File: src/rtl/dmem_arbiter_pkg.sv
// Shared types and helpers for the two-port data-memory arbiter.
package dmem_arb_pkg;

    typedef enum logic [1:0] {
        IDLE   = 2'd0,
        ACCESS = 2'd1,
        DONE   = 2'd2
    } state_e;

    localparam logic [1:0] MODE_BYTE    = 2'b00;
    localparam logic [1:0] MODE_HALF    = 2'b01;
    localparam logic [1:0] MODE_WORD    = 2'b10;
    localparam logic [1:0] MODE_ILLEGAL = 2'b11;

    // Memory control value presented whenever the port is idle.
    localparam logic [2:0] CTRL_IDLE = {1'b0, MODE_WORD};

    function automatic logic is_misaligned(input logic [1:0] addr_lo, input logic [1:0] mode);
        case (mode)
            MODE_HALF: is_misaligned = addr_lo[0];
            MODE_WORD: is_misaligned = (addr_lo != 2'b00);
            default:   is_misaligned = 1'b0;
        endcase
    endfunction

endpackage

File: src/rtl/dmem_arbiter_if.sv
// Requester and memory-side signals of the data-memory arbiter.
interface dmem_arbiter_if #(
    parameter int ADDR_WIDTH = 32,
    parameter int DATA_WIDTH = 32
);
    import dmem_arb_pkg::*;

    logic                  req0, req1;
    logic [ADDR_WIDTH-1:0] addr0, addr1;
    logic                  we0, we1;
    logic [2:0]            ctrl0, ctrl1;
    logic [DATA_WIDTH-1:0] wdata0, wdata1;
    logic                  done0, done1;
    logic                  err0, err1;
    logic [DATA_WIDTH-1:0] rdata;

    logic [ADDR_WIDTH-1:0] mem_A;
    logic                  mem_WE;
    logic [2:0]            mem_ctrl;
    logic [DATA_WIDTH-1:0] mem_WD;
    logic [DATA_WIDTH-1:0] mem_RD;

    modport slave (
        input  req0, req1, addr0, addr1, we0, we1, ctrl0, ctrl1, wdata0, wdata1, mem_RD,
        output done0, done1, err0, err1, rdata, mem_A, mem_WE, mem_ctrl, mem_WD
    );

    modport master (
        output req0, req1, addr0, addr1, we0, we1, ctrl0, ctrl1, wdata0, wdata1, mem_RD,
        input  done0, done1, err0, err1, rdata, mem_A, mem_WE, mem_ctrl, mem_WD
    );

endinterface

File: src/rtl/dmem_arbiter_rr_arb2.sv
// Two-way round-robin pick; ptr_i names the port that wins a tie.
module rr_arb2 (
    input  logic [1:0] req_i,
    input  logic       ptr_i,
    output logic [1:0] gnt_o
);

    always_comb begin
        gnt_o = 2'b00;
        case (req_i)
            2'b01:   gnt_o = 2'b01;
            2'b10:   gnt_o = 2'b10;
            2'b11:   gnt_o = ptr_i ? 2'b10 : 2'b01;
            default: gnt_o = 2'b00;
        endcase
    end

endmodule

File: src/rtl/dmem_arbiter.sv
// Shares one single-port data memory between the CPU LSU (port 0) and the DMA/loader (port 1).
module dmem_arbiter
    import dmem_arb_pkg::*;
#(
    parameter int ADDR_WIDTH  = 32,
    parameter int DATA_WIDTH  = 32,
    parameter int MEM_LATENCY = 1
) (
    input  logic           clk,
    input  logic           rst_n,
    dmem_arbiter_if.slave  bus
);

    localparam int            CW       = (MEM_LATENCY > 1) ? $clog2(MEM_LATENCY) : 1;
    localparam logic [CW-1:0] CNT_INIT = CW'(MEM_LATENCY - 1);
    localparam logic [CW-1:0] CNT_ONE  = CW'(1);
    localparam logic          WE_FIRST = (MEM_LATENCY == 1);

    state_e                state_q;
    logic                  ptr_q;
    logic                  port_q;
    logic                  we_q;
    logic [CW-1:0]         cnt_q;
    logic                  done0_q, done1_q, err0_q, err1_q;
    logic [DATA_WIDTH-1:0] rdata_q;
    logic [ADDR_WIDTH-1:0] mem_A_q;
    logic                  mem_WE_q;
    logic [2:0]            mem_ctrl_q;
    logic [DATA_WIDTH-1:0] mem_WD_q;

    logic [1:0]            gnt;
    logic                  sel_d;
    logic [ADDR_WIDTH-1:0] addr_d;
    logic                  we_d;
    logic [2:0]            ctrl_d;
    logic [DATA_WIDTH-1:0] wdata_d;
    logic                  reject_d;

    rr_arb2 u_arb (
        .req_i ({bus.req1, bus.req0}),
        .ptr_i (ptr_q),
        .gnt_o (gnt)
    );

    assign sel_d    = gnt[1];
    assign addr_d   = sel_d ? bus.addr1  : bus.addr0;
    assign we_d     = sel_d ? bus.we1    : bus.we0;
    assign ctrl_d   = sel_d ? bus.ctrl1  : bus.ctrl0;
    assign wdata_d  = sel_d ? bus.wdata1 : bus.wdata0;
    assign reject_d = (ctrl_d[1:0] == MODE_ILLEGAL) || is_misaligned(addr_d[1:0], ctrl_d[1:0]);

    always_ff @(posedge clk) begin
        if (!rst_n) begin
            state_q    <= IDLE;
            ptr_q      <= 1'b0;
            port_q     <= 1'b0;
            we_q       <= 1'b0;
            cnt_q      <= '0;
            done0_q    <= 1'b0;
            done1_q    <= 1'b0;
            err0_q     <= 1'b0;
            err1_q     <= 1'b0;
            rdata_q    <= '0;
            mem_A_q    <= '0;
            mem_WE_q   <= 1'b0;
            mem_ctrl_q <= CTRL_IDLE;
            mem_WD_q   <= '0;
        end else begin
            done0_q <= 1'b0;
            done1_q <= 1'b0;
            err0_q  <= 1'b0;
            err1_q  <= 1'b0;
            case (state_q)
                IDLE: begin
                    if (|gnt) begin
                        ptr_q  <= ~sel_d;
                        port_q <= sel_d;
                        we_q   <= we_d;
                        // Rejected accesses skip the memory entirely and answer next cycle.
                        if (reject_d) begin
                            state_q <= DONE;
                            done0_q <= ~sel_d;
                            done1_q <= sel_d;
                            err0_q  <= ~sel_d;
                            err1_q  <= sel_d;
                        end else begin
                            state_q    <= ACCESS;
                            cnt_q      <= CNT_INIT;
                            mem_A_q    <= addr_d;
                            mem_ctrl_q <= ctrl_d;
                            mem_WD_q   <= wdata_d;
                            mem_WE_q   <= we_d && WE_FIRST;
                        end
                    end
                end
                ACCESS: begin
                    if (cnt_q == '0) begin
                        if (!we_q) rdata_q <= bus.mem_RD;
                        state_q    <= DONE;
                        done0_q    <= ~port_q;
                        done1_q    <= port_q;
                        mem_A_q    <= '0;
                        mem_ctrl_q <= CTRL_IDLE;
                        mem_WD_q   <= '0;
                        mem_WE_q   <= 1'b0;
                    end else begin
                        // WE is registered, so raise it one edge ahead of the final access cycle.
                        cnt_q    <= cnt_q - 1'b1;
                        mem_WE_q <= we_q && (cnt_q == CNT_ONE);
                    end
                end
                DONE:    state_q <= IDLE;
                default: state_q <= IDLE;
            endcase
        end
    end

    assign bus.done0    = done0_q;
    assign bus.done1    = done1_q;
    assign bus.err0     = err0_q;
    assign bus.err1     = err1_q;
    assign bus.rdata    = rdata_q;
    assign bus.mem_A    = mem_A_q;
    // Masking with rst_n keeps a reset on the final access edge from landing a write.
    assign bus.mem_WE   = mem_WE_q & rst_n;
    assign bus.mem_ctrl = mem_ctrl_q;
    assign bus.mem_WD   = mem_WD_q;

endmodule

File: src/flat_wrapper.sv
// flat-port wrapper written by rule: the top's interface ports become plain ports
module dmem_arbiter_flat import dmem_arb_pkg::*;
#(
    parameter int ADDR_WIDTH  = 32,
    parameter int DATA_WIDTH  = 32,
    parameter int MEM_LATENCY = 1
)
  (clk, rst_n, bus_req0, bus_req1, bus_addr0, bus_addr1, bus_we0, bus_we1, bus_ctrl0, bus_ctrl1, bus_wdata0, bus_wdata1, bus_mem_RD, bus_done0, bus_done1, bus_err0, bus_err1, bus_rdata, bus_mem_A, bus_mem_WE, bus_mem_ctrl, bus_mem_WD);
  dmem_arbiter_if #(.ADDR_WIDTH(ADDR_WIDTH), .DATA_WIDTH(DATA_WIDTH)) bus_i ();
  input  logic clk;
  input  logic rst_n;
  input wire logic [$bits(bus_i.req0)-1:0] bus_req0;
  input wire logic [$bits(bus_i.req1)-1:0] bus_req1;
  input wire logic [$bits(bus_i.addr0)-1:0] bus_addr0;
  input wire logic [$bits(bus_i.addr1)-1:0] bus_addr1;
  input wire logic [$bits(bus_i.we0)-1:0] bus_we0;
  input wire logic [$bits(bus_i.we1)-1:0] bus_we1;
  input wire logic [$bits(bus_i.ctrl0)-1:0] bus_ctrl0;
  input wire logic [$bits(bus_i.ctrl1)-1:0] bus_ctrl1;
  input wire logic [$bits(bus_i.wdata0)-1:0] bus_wdata0;
  input wire logic [$bits(bus_i.wdata1)-1:0] bus_wdata1;
  input wire logic [$bits(bus_i.mem_RD)-1:0] bus_mem_RD;
  output wire logic [$bits(bus_i.done0)-1:0] bus_done0;
  output wire logic [$bits(bus_i.done1)-1:0] bus_done1;
  output wire logic [$bits(bus_i.err0)-1:0] bus_err0;
  output wire logic [$bits(bus_i.err1)-1:0] bus_err1;
  output wire logic [$bits(bus_i.rdata)-1:0] bus_rdata;
  output wire logic [$bits(bus_i.mem_A)-1:0] bus_mem_A;
  output wire logic [$bits(bus_i.mem_WE)-1:0] bus_mem_WE;
  output wire logic [$bits(bus_i.mem_ctrl)-1:0] bus_mem_ctrl;
  output wire logic [$bits(bus_i.mem_WD)-1:0] bus_mem_WD;
  assign bus_i.req0 = bus_req0;
  assign bus_i.req1 = bus_req1;
  assign bus_i.addr0 = bus_addr0;
  assign bus_i.addr1 = bus_addr1;
  assign bus_i.we0 = bus_we0;
  assign bus_i.we1 = bus_we1;
  assign bus_i.ctrl0 = bus_ctrl0;
  assign bus_i.ctrl1 = bus_ctrl1;
  assign bus_i.wdata0 = bus_wdata0;
  assign bus_i.wdata1 = bus_wdata1;
  assign bus_i.mem_RD = bus_mem_RD;
  assign bus_done0 = bus_i.done0;
  assign bus_done1 = bus_i.done1;
  assign bus_err0 = bus_i.err0;
  assign bus_err1 = bus_i.err1;
  assign bus_rdata = bus_i.rdata;
  assign bus_mem_A = bus_i.mem_A;
  assign bus_mem_WE = bus_i.mem_WE;
  assign bus_mem_ctrl = bus_i.mem_ctrl;
  assign bus_mem_WD = bus_i.mem_WD;
  dmem_arbiter #(.ADDR_WIDTH(ADDR_WIDTH), .DATA_WIDTH(DATA_WIDTH), .MEM_LATENCY(MEM_LATENCY)) u_core (.clk(clk), .rst_n(rst_n), .bus(bus_i));
endmodule
File: config.mk
export PLATFORM = sky130hd
export DESIGN_NAME = dmem_arbiter_flat
export DESIGN_NICKNAME = d
export VERILOG_FILES = /design/src/rtl/dmem_arbiter_pkg.sv /design/src/rtl/dmem_arbiter_if.sv /design/src/rtl/dmem_arbiter_rr_arb2.sv /design/src/rtl/dmem_arbiter.sv /design/src/flat_wrapper.sv
export SDC_FILE = /design/constraint.sdc
export NUM_CORES = 1
export LEC_CHECK = 0
export ABC_CLOCK_PERIOD_IN_PS = 7300
export CAP_MARGIN = 20
export CELL_PAD_IN_SITES_DETAIL_PLACEMENT = 1
export CELL_PAD_IN_SITES_GLOBAL_PLACEMENT = 1
export CORE_UTILIZATION = 30
export DETAILED_ROUTE_END_ITERATION = 12
export PLACE_DENSITY = 0.95
export SKIP_CTS_REPAIR_TIMING = 1
export SLEW_MARGIN = 10
export SYNTH_ARGS = -nofsm -noshare
export SYNTH_HDL_FRONTEND = slang
export SYNTH_HIERARCHICAL = 1
export SYNTH_SLANG_ARGS = --single-unit
File: constraint.sdc
create_clock -name clk -period 7.3 [get_ports clk]
set_clock_uncertainty 0.15 [all_clocks]
set_input_delay 2.19 -clock clk [delete_from_list [all_inputs] [get_ports clk]]
set_output_delay 2.19 -clock clk [all_outputs]
set_load 0.02 [all_outputs]
==> metrics <==
status=complete, no violations; worst IR drop on VDD=0.104 mV; Pwr Total=1890 uW; area of the core=16,500 sq um; vias in the first global route=5,253; fmax=0.173 GHz; clk sink count=109; nets=985; Worst R2R Path Depth=9; worst r2r dst=u_core/bus.mem_A[22]$_SDFFE_PN0P_; worst hold path type=register to register; layout cells sized above 1=0.117; post-DP HPWL=13.3 mm; CP endpoint kind=register; Synth Net Count=733; Setup CP Type=input port to register; DIE AREA=17,400 sq um; Post-synth ARST share=0; Final Hold Fails=0; RSZ-0062 raised after global routing=no; critical path fanouts, max=45; Cell Area, Placed=7990 sq um; Static Leak=0.00320 uW; Netlist cell types=34; Die Ht=132 microns; Cell Area, Synth=5070 sq um; fill cell count=1,831; num ports=276; number of DRC markers in iteration 0=124; Post-synth EDFFs=0; drt total wl=17.3 mm; antenna violations before repair=0; TritonCTS clock tree=yes; first drt pass iteration count=4; Syn Area/Cell=9.08 sq um; Sw Share=0.318; Synth warnings=6; Hold WS=0.310 ns; most frequent cell after synthesis=nand2_1; standard-cell rows=47; measured slew at the worst slew-check pin=1.03 ns; drt via density=4.71; P&R area growth vs syn=63.6%; WHS Path Cells=2; Initial Utilization=0.307; Final min period=5.79 ns; WL per Instance=16.7 microns; Slew headroom=0.311; routability cong.=0.773; sequential share of power=0.383; Gate power share=0.352; clock-pin slew on the worst setup and hold paths=0.07 ns; Synth Flop Type=dfxtp_1; H-tree depth=3; grt ovf=0; PwrDens=228 nW/um^2; vias=4,872; commonest cells in the netlist=nand2_1, dfxtp_1, mux2i_1; CTS buffer count=9; die width=132 microns; pins over their slew limit=0; required time worst endpoint=7.42 ns; n_diodes=0; top cell type's share of synthesized area=0.431; cell area after layout=8290 sq um; setup TNS=0 ns; residual DRC count=0; Seq/Total Area, Yosys=0.431; critical path arrival=5.91 ns; worst min-delay path startpoint=u_core/bus.mem_A[19]$_SDFFE_PN0P_; CTS max path bufs=2; Final Setup Violations=0; MaxCap Viol Count=0; cell count after synthesis=558; clock network power share=0.265; clk root buf=clkbuf_16; largest area contributor in the netlist=dfxtp_1; Clk Latency, worst-skew pair=0.34 ns; port buffer count=275; Seq cells post-synth=109; Cell Int Power=1290 uW; Setup crit start kind=input port; worst hold endpoint=u_core/bus.mem_A[19]$_SDFFE_PN0P_; setup slack, reg-to-reg=3.38 ns; FF-to-FF Start=u_core/ptr_q$_SDFFE_PN0P_; P_sw=600 uW; period utilization=0.793; Synth area leaders=dfxtp_1, nand2_1, mux2_2; Post-DRT Antenna Nets=0; largest net degree at the start of global routing=108; GRT Overall Usage=0.198; first-pass GRT wire length=26.9 mm
-- cells by family (layout without fill, tap and decap cells) --
kind of cell | after synthesis | in the layout | share of synthesized area
simple gates | 217 | 217 | 0.168
buf+inv | 47 | 304 | 0.0408
flops | 109 | 109 | 0.431
fa+ha+maj | 3 | 3 | 0.00741
mux | 131 | 131 | 0.276
compound gates | 51 | 51 | 0.0776
-- through the flow --
stage | setup WS [ns] | std cells | utilization
4_1_cts | 1.48 | 1035 | 0.502
2_1_floorplan | 2.23 | 558 | -
3_3_place_gp | 1.39 | 1019 | 0.484
6_report | 1.51 | 1035 | 0.502
3_5_place_dp | 1.14 | 1019 | 0.484
5_1_grt | 1.26 | 1035 | 0.502
-- power by group through the flow --
stage	logic (uW)	registers [uW]	clock network, uW
6_report	664	722	500
5_1_grt	707	733	547
4_1_cts	674	723	520
3_5_place_dp	671	737	0
3_3_place_gp	654	730	0
2_1_floorplan	264	824	0
-- metal layers --
| layer | wire length (microns) | global-route usage |
|---|---|---|
| met4 | 304 | 0.0717 |
| met3 | 1130 | 0.0492 |
| met2 | 9160 | 0.382 |
| met1 | 6650 | 0.206 |
| met5 | 0 | 0 |
-- sequential cells by signal, summed over array words and instances, names as in the netlist --
name,count
u_core/bus.done1,1
u_core/bus.rdata,32
u_core/bus.err1,1
u_core/bus.err0,1
u_core/bus.mem_A,32
u_core/state_q,2
u_core/bus.done0,1
u_core/port_q,1
u_core/we_q,1
u_core/ptr_q,1
u_core/bus.mem_WD,32
u_core/mem_WE_q,1
u_core/bus.mem_ctrl,3
-- area by class of cell --
cell class | instances | area (sq um) | share of cell area
Clock inverter | 7 | 72.6 | 0.00876
Clock buffer | 9 | 225 | 0.0272
Multi-Input combinational cell | 402 | 2700 | 0.326
Timing Repair Buffer | 283 | 2810 | 0.339
Tap cell | 220 | 275 | 0.0332
Sequential cell | 109 | 2180 | 0.263
Inverter | 5 | 18.8 | 0.00226
-- critical path: stages --
cell	delay, ns
clkdlybuf4s50_1	0.50
a21boi_4	0.33
buf_4	0.35
mux2i_1	0.36
ha_1	0.30
a211oi_1	0.42
o311a_4	0.79
buf_4	0.38
mux2i_1	0.24
-- worst max path at each step --
stage / from / to / slack [ns] / cells past startpoint
2_1_floorplan: bus_req1 / u_core/bus.mem_ctrl[1]$_SDFFE_PN1P_ / 2.23 / 13
3_3_place_gp: bus_req1 / u_core/bus.mem_ctrl[1]$_SDFFE_PN1P_ / 1.39 / 9
3_5_place_dp: bus_req1 / u_core/bus.mem_A[22]$_SDFFE_PN0P_ / 1.14 / 9
4_1_cts: bus_req1 / u_core/bus.mem_A[22]$_SDFFE_PN0P_ / 1.48 / 9
5_1_grt: bus_req1 / u_core/bus.mem_A[22]$_SDFFE_PN0P_ / 1.26 / 9
6_report: bus_req1 / u_core/bus.mem_A[22]$_SDFFE_PN0P_ / 1.51 / 9
-- layout by cell type (no fill, tap or decap), types with 2 or more instances in the layout --
| cell | instances |
|---|---|
| mux2_2 | 64 |
| mux2i_1 | 66 |
| a32o_1 | 3 |
| nand2_1 | 196 |
| nand3b_1 | 2 |
| ha_1 | 3 |
| nor3_1 | 2 |
| dfxtp_1 | 109 |
| buf_4 | 9 |
| inv_6 | 2 |
| a21boi_0 | 34 |
| inv_1 | 5 |
| nor2_1 | 6 |
| nor2b_1 | 2 |
| a211oi_1 | 2 |
| nand2b_1 | 3 |
| clkdlybuf4s50_1 | 274 |
| clkbuf_16 | 9 |
| clkinv_2 | 2 |
| clkinvlp_4 | 2 |
| a21oi_1 | 2 |
No activity file was read; power rests on OpenSTA's default activity.
==> RTL change 1, RTL diff (same flow settings) <==
`DATA_WIDTH` is set to 32 in 3 places; all go to 64.
--- a/src/rtl/dmem_arbiter_if.sv
+++ b/src/rtl/dmem_arbiter_if.sv
@@ -2,5 +2,5 @@
 interface dmem_arbiter_if #(
     parameter int ADDR_WIDTH = 32,
-    parameter int DATA_WIDTH = 32
+    parameter int DATA_WIDTH = 64
 );
     import dmem_arb_pkg::*;
--- a/src/rtl/dmem_arbiter.sv
+++ b/src/rtl/dmem_arbiter.sv
@@ -4,5 +4,5 @@
 #(
     parameter int ADDR_WIDTH  = 32,
-    parameter int DATA_WIDTH  = 32,
+    parameter int DATA_WIDTH  = 64,
     parameter int MEM_LATENCY = 1
 ) (
--- a/src/flat_wrapper.sv
+++ b/src/flat_wrapper.sv
@@ -3,5 +3,5 @@
 #(
     parameter int ADDR_WIDTH  = 32,
-    parameter int DATA_WIDTH  = 32,
+    parameter int DATA_WIDTH  = 64,
     parameter int MEM_LATENCY = 1
 )
Ports: changed (5 resized); port bits go from 276 to 436. The function was not compared with the original's and may differ.
==> RTL change 1 against the unedited design <==
  * Design area grew 56%
  * Sequential cell count increased by 64
  * Die area increased by 52%
  * Setup slack got worse by 23 ps
  * Sequential share of layout area rose by 0.41 points
  * Register-to-register slack got worse by 90 ps
  * Synthesized area grew 53%
  * Sequential power increased by 59%
  * Utilization increased by 1.1 points
  * Total power increased by 71%
  * Routed wire length up 68%
  * Largest cell class unchanged
==> RTL change 1: results (changes against the unedited design) <==
\begin{tabular}{lr}
\hline
Metric & Value \\
\hline
\multicolumn{2}{l}{\textbf{Status}} \\
\quad Outcome & finished clean (unchanged) \\
\multicolumn{2}{l}{\textbf{Final layout}} \\
\quad Number of combinational gates with multiple inputs & 624 (was 402) \\
\quad Sequential cell area & 3463 um2 (was 2182 um2) \\
\quad Multi-input gate share of total cell area & 30.41\% (was 32.62\%) \\
\quad Inverters, non-clock & 6 (was 5) \\
\quad Layout cell share with drive strength beyond 1 & 11.48\% (was 11.66\%) \\
\quad Fin nets & 1538 (was 985) \\
\quad Number of non-filler instances in the completed layout & 1610 (was 1035) \\
\quad Number of fillers in the final layout & 2833 (was 1831) \\
\multicolumn{2}{l}{\textbf{Pwr}} \\
\quad Peak supply drop & 0.0001474 V (was 0.0001038 V) \\
\quad Power per cell area & 249.1 nW/um2 (was 227.6 nW/um2) \\
\multicolumn{2}{l}{\textbf{Placed design}} \\
\quad Placed cell area & 12280 um2 (was 7990 um2) \\
\quad Number of input and output port buffers inserted & 435 (was 275) \\
\quad Setup slack after placement & 1145 ps (was 1136 ps) \\
\quad Cell total after placement & 1577 (was 1019) \\
\quad Global placer's final weighted congestion & 0.7662 (was 0.7728) \\
\multicolumn{2}{l}{\textbf{Critical path}} \\
\quad Endpoint of the worst-slack reg-to-reg timing path & u\_core/bus.mem\_A[15] (was u\_core/bus.mem\_A[22]) \\
\quad Largest stage delay on the critical path & 690 ps (was 790 ps) \\
\quad CP Data Arrival Time & 5990 ps (was 5910 ps) \\
\multicolumn{2}{l}{\textbf{Logic synthesis}} \\
\quad Register bit count reported by yosys & 173 (was 109) \\
\quad Count of distinct cell types in the synthesized netlist & 32 (was 34) \\
\quad Gate Count Post-Synth & 868 (was 558) \\
\quad Portion of netlist area occupied by mux cells & 26.85\% (was 27.56\%) \\
\quad Most used standard cells in the synthesized netlist & nand2\_1 (321), dfxtp\_1 (173), mux2i\_1 (99) (was nand2\_1 (196), dfxtp\_1 (109), mux2i\_1 (66)) \\
\quad Area contributors post-synth & dfxtp\_1 (45\%), nand2\_1 (16\%), mux2\_2 (14\%) (was dfxtp\_1 (43\%), nand2\_1 (15\%), mux2\_2 (14\%)) \\
\multicolumn{2}{l}{\textbf{Global routing}} \\
\quad Maximum number of pins on one net before global-route repair & 89 (was 108) \\
\multicolumn{2}{l}{\textbf{CTS}} \\
\quad Cts bufs inserted & 17 (was 9) \\
\hline
\end{tabular}
[RTL change 1: per-layer routing]
layer / part of all wire, % / track usage, % / vias to the layer above
met2: 54 / 41.08 / 289
met1: 37 / 21.74 / 3673
met5: 0 / 0 / -
met3: 7.7 / 6.926 / 32
met4: 1.7 / 5.789 / 0
li1: - / - / 3676
[RTL change 1: kinds of logic after synthesis]
logic type / Yosys count
buf+inv: 71
mux: 195
fa+ha+maj: 3
simple gates: 342
flops: 173
compound gates: 84
[RTL change 1: worst max-delay path by stage]
stage	endpoint	slack (ps)
final	u_core/bus.mem_A[15]	1490
after global routing	u_core/bus.mem_A[15]	1250
after CTS	u_core/bus.mem_A[15]	1540
after detailed placement	u_core/bus.mem_A[20]	1140
after global placement	u_core/bus.mem_ctrl[1]	1310
after floorplan	u_core/bus.mem_A[1]	2350
[RTL change 1: report_power, final]
group | internal (mW) | switching, mW
logic | 0.545 | 0.538
registers | 1.08 | 0.0750
clock network | 0.558 | 0.434
==> RTL change 2, RTL diff (same settings) <==
Made on the original files. Reset style: asynchronous (`rst_n`), changed in one clocked block.
--- a/src/rtl/dmem_arbiter.sv
+++ b/src/rtl/dmem_arbiter.sv
@@ -50,5 +50,5 @@
     assign reject_d = (ctrl_d[1:0] == MODE_ILLEGAL) || is_misaligned(addr_d[1:0], ctrl_d[1:0]);
 
-    always_ff @(posedge clk) begin
+    always_ff @(posedge clk or negedge rst_n) begin
         if (!rst_n) begin
             state_q    <= IDLE;
Function: differs if rst_n is asserted again (counterexample within 4 cycles, from zero or initial values and one cycle with rst_n low); with rst_n held inactive, the same outputs for 4 cycles.
==> RTL change 2 against the unedited design <==
  * Synthesized area up 8.7%
  * Maximum frequency about the same
  * Sequential cell count unchanged
  * Register-to-register slack better by 190 ps
  * Synthesized cell count down 14%
  * Setup slack worse by 3.0 ps
  * Routed wire length down 3.3%
  * First-iteration DRC count down 15%
  * Design area up 4.5%
  * Sequential share of layout area up 5.2 points
  * Critical path type is now primary input to output port
Power is not compared: it rests on default switching activity, and its combinational part moved more than twofold at a synthesized area within 25%.
==> RTL change 2: results (changes against the unedited design) <==
\begin{tabular}{lr}
\hline
Metric & Value \\
\hline
\multicolumn{2}{l}{\textbf{Logic synthesis}} \\
\quad Count of distinct cell types in the synthesized netlist & 32 (was 34) \\
\quad Synthesized netlist net count & 656 (was 733) \\
\quad Fraction of registers with async set/reset & 100.0\% (was 0\%) \\
\quad Most used standard cells in the synthesized netlist & nand2\_1 (138), dfrtp\_1 (108), mux2\_2 (95) (was nand2\_1 (196), dfxtp\_1 (109), mux2i\_1 (66)) \\
\quad Gate Count Post-Synth & 481 (was 558) \\
\multicolumn{2}{l}{\textbf{Critical path}} \\
\quad Largest fanout on the critical path & 44 (was 45) \\
\quad Depth of the most critical reg-to-reg path & 8 (was 9) \\
\quad Worst-path cell with the longest stage delay & clkdlybuf4s50\_1 (was o311a\_4) \\
\quad Largest delay contributor family on the critical path & buffers and inverters (was compound AO/OA/AOI/OAI gates) \\
\quad Launch point of the worst reg-to-reg path & u\_core/ptr\_q (unchanged) \\
\quad CP Data Arrival Time & 3450 ps (was 5910 ps) \\
\multicolumn{2}{l}{\textbf{Placed design}} \\
\quad Placed cell area & 8344 um2 (was 7990 um2) \\
\quad Total half-perimeter wirelength after legalization and detailed placement & 12.57 mm (was 13.27 mm) \\
\quad Global placer's final weighted congestion & 0.6891 (was 0.7728) \\
\multicolumn{2}{l}{\textbf{Global routing}} \\
\quad Met2 track demand over resource in global routing & 32.58\% (was 38.18\%) \\
\quad GRT met1 Usage & 18.44\% (was 20.58\%) \\
\quad Global-route wire length before repair & 24.91 mm (was 26.92 mm) \\
\quad Met3 GRT Util & 3.937\% (was 4.921\%) \\
\quad Vias in the first global route & 4810 (was 5253) \\
\multicolumn{2}{l}{\textbf{Drt}} \\
\quad Post-DR wirelength/cell & 17.14 um (was 16.67 um) \\
\quad Total vias in the final route & 4486 (was 4872) \\
\quad Detail-routed via count per cell & 4.610 (was 4.707) \\
\multicolumn{2}{l}{\textbf{Timing}} \\
\quad Final Hold Slack & 349.9 ps (was 310.4 ps) \\
\quad Max-slew headroom & 26.72\% (was 31.12\%) \\
\multicolumn{2}{l}{\textbf{Hold path}} \\
\quad Worst hold endpoint & u\_core/bus.done0 (was u\_core/bus.mem\_A[19]) \\
\quad Origin of the worst min-delay path & u\_core/port\_q (was u\_core/bus.mem\_A[19]) \\
\multicolumn{2}{l}{\textbf{Status}} \\
\quad Outcome & finished clean (unchanged) \\
\multicolumn{2}{l}{\textbf{Final layout}} \\
\quad Fin nets & 913 (was 985) \\
\hline
\end{tabular}
## RTL change 2: cell families after synthesis
| group | count (synthesis) | synth area share (%) |
|---|---|---|
| multiplexers | 163 | 31.81 |
| AND/OR/NAND/NOR | 148 | 10.48 |
| flip-flops | 109 | 49.56 |
| buffers and inverters | 39 | 5.044 |
| AO/OA/AOI/OAI | 19 | 2.431 |
| adder cells (fa/ha/maj) | 3 | 0.6817 |
## RTL change 2: through the flow
step	worst slack (ps)	utilization [%]
6_report	1507	48.23
5_1_grt	1367	48.23
4_1_cts	1430	48.21
3_5_place_dp	1281	46.45
3_3_place_gp	1428	46.45
2_1_floorplan	2560	-
## RTL change 2: final cells by class
cell class	instances	area, um2
Fill cell	1931	9300
Timing Repair Buffer	279	2780
Sequential cell	109	2729
Multi-Input combinational cell	333	2526
Tap cell	229	286.5
Clock buffer	11	252.7
Clock inverter	5	63.81
Inverter	6	22.52
Antenna cell	1	2.502
## RTL change 2: worst max path at each step
stage                         from                   end  slack, ps  cells past startpoint
after floorplan              rst_n            bus_mem_WE       2560                      1
after global placement    bus_req1  u_core/bus.mem_WD[2]       1430                      8
after detailed placement  bus_req1  u_core/bus.mem_A[31]       1280                      8
after CTS                    rst_n            bus_mem_WE       1430                      3
after global routing         rst_n            bus_mem_WE       1370                      3
final                        rst_n            bus_mem_WE       1510                      3
## RTL change 2: report_power, final
| group | switching [mW] | internal (mW) | leakage, nW |
|---|---|---|---|
| sequential | 0.153 | 0.888 | 1.35 |
| combinational | 0.944 | 0.896 | 2.44 |
| clock | 0.229 | 0.288 | 0.153 |
| total | 1.33 | 2.07 | 3.95 |
## RTL change 2: layer usage
metal	part of all wire [%]	vias up
met5	0	-
li1	-	2134
met3	8.2	21
met1	37	2158
met2	52	173
met4	2.4	0
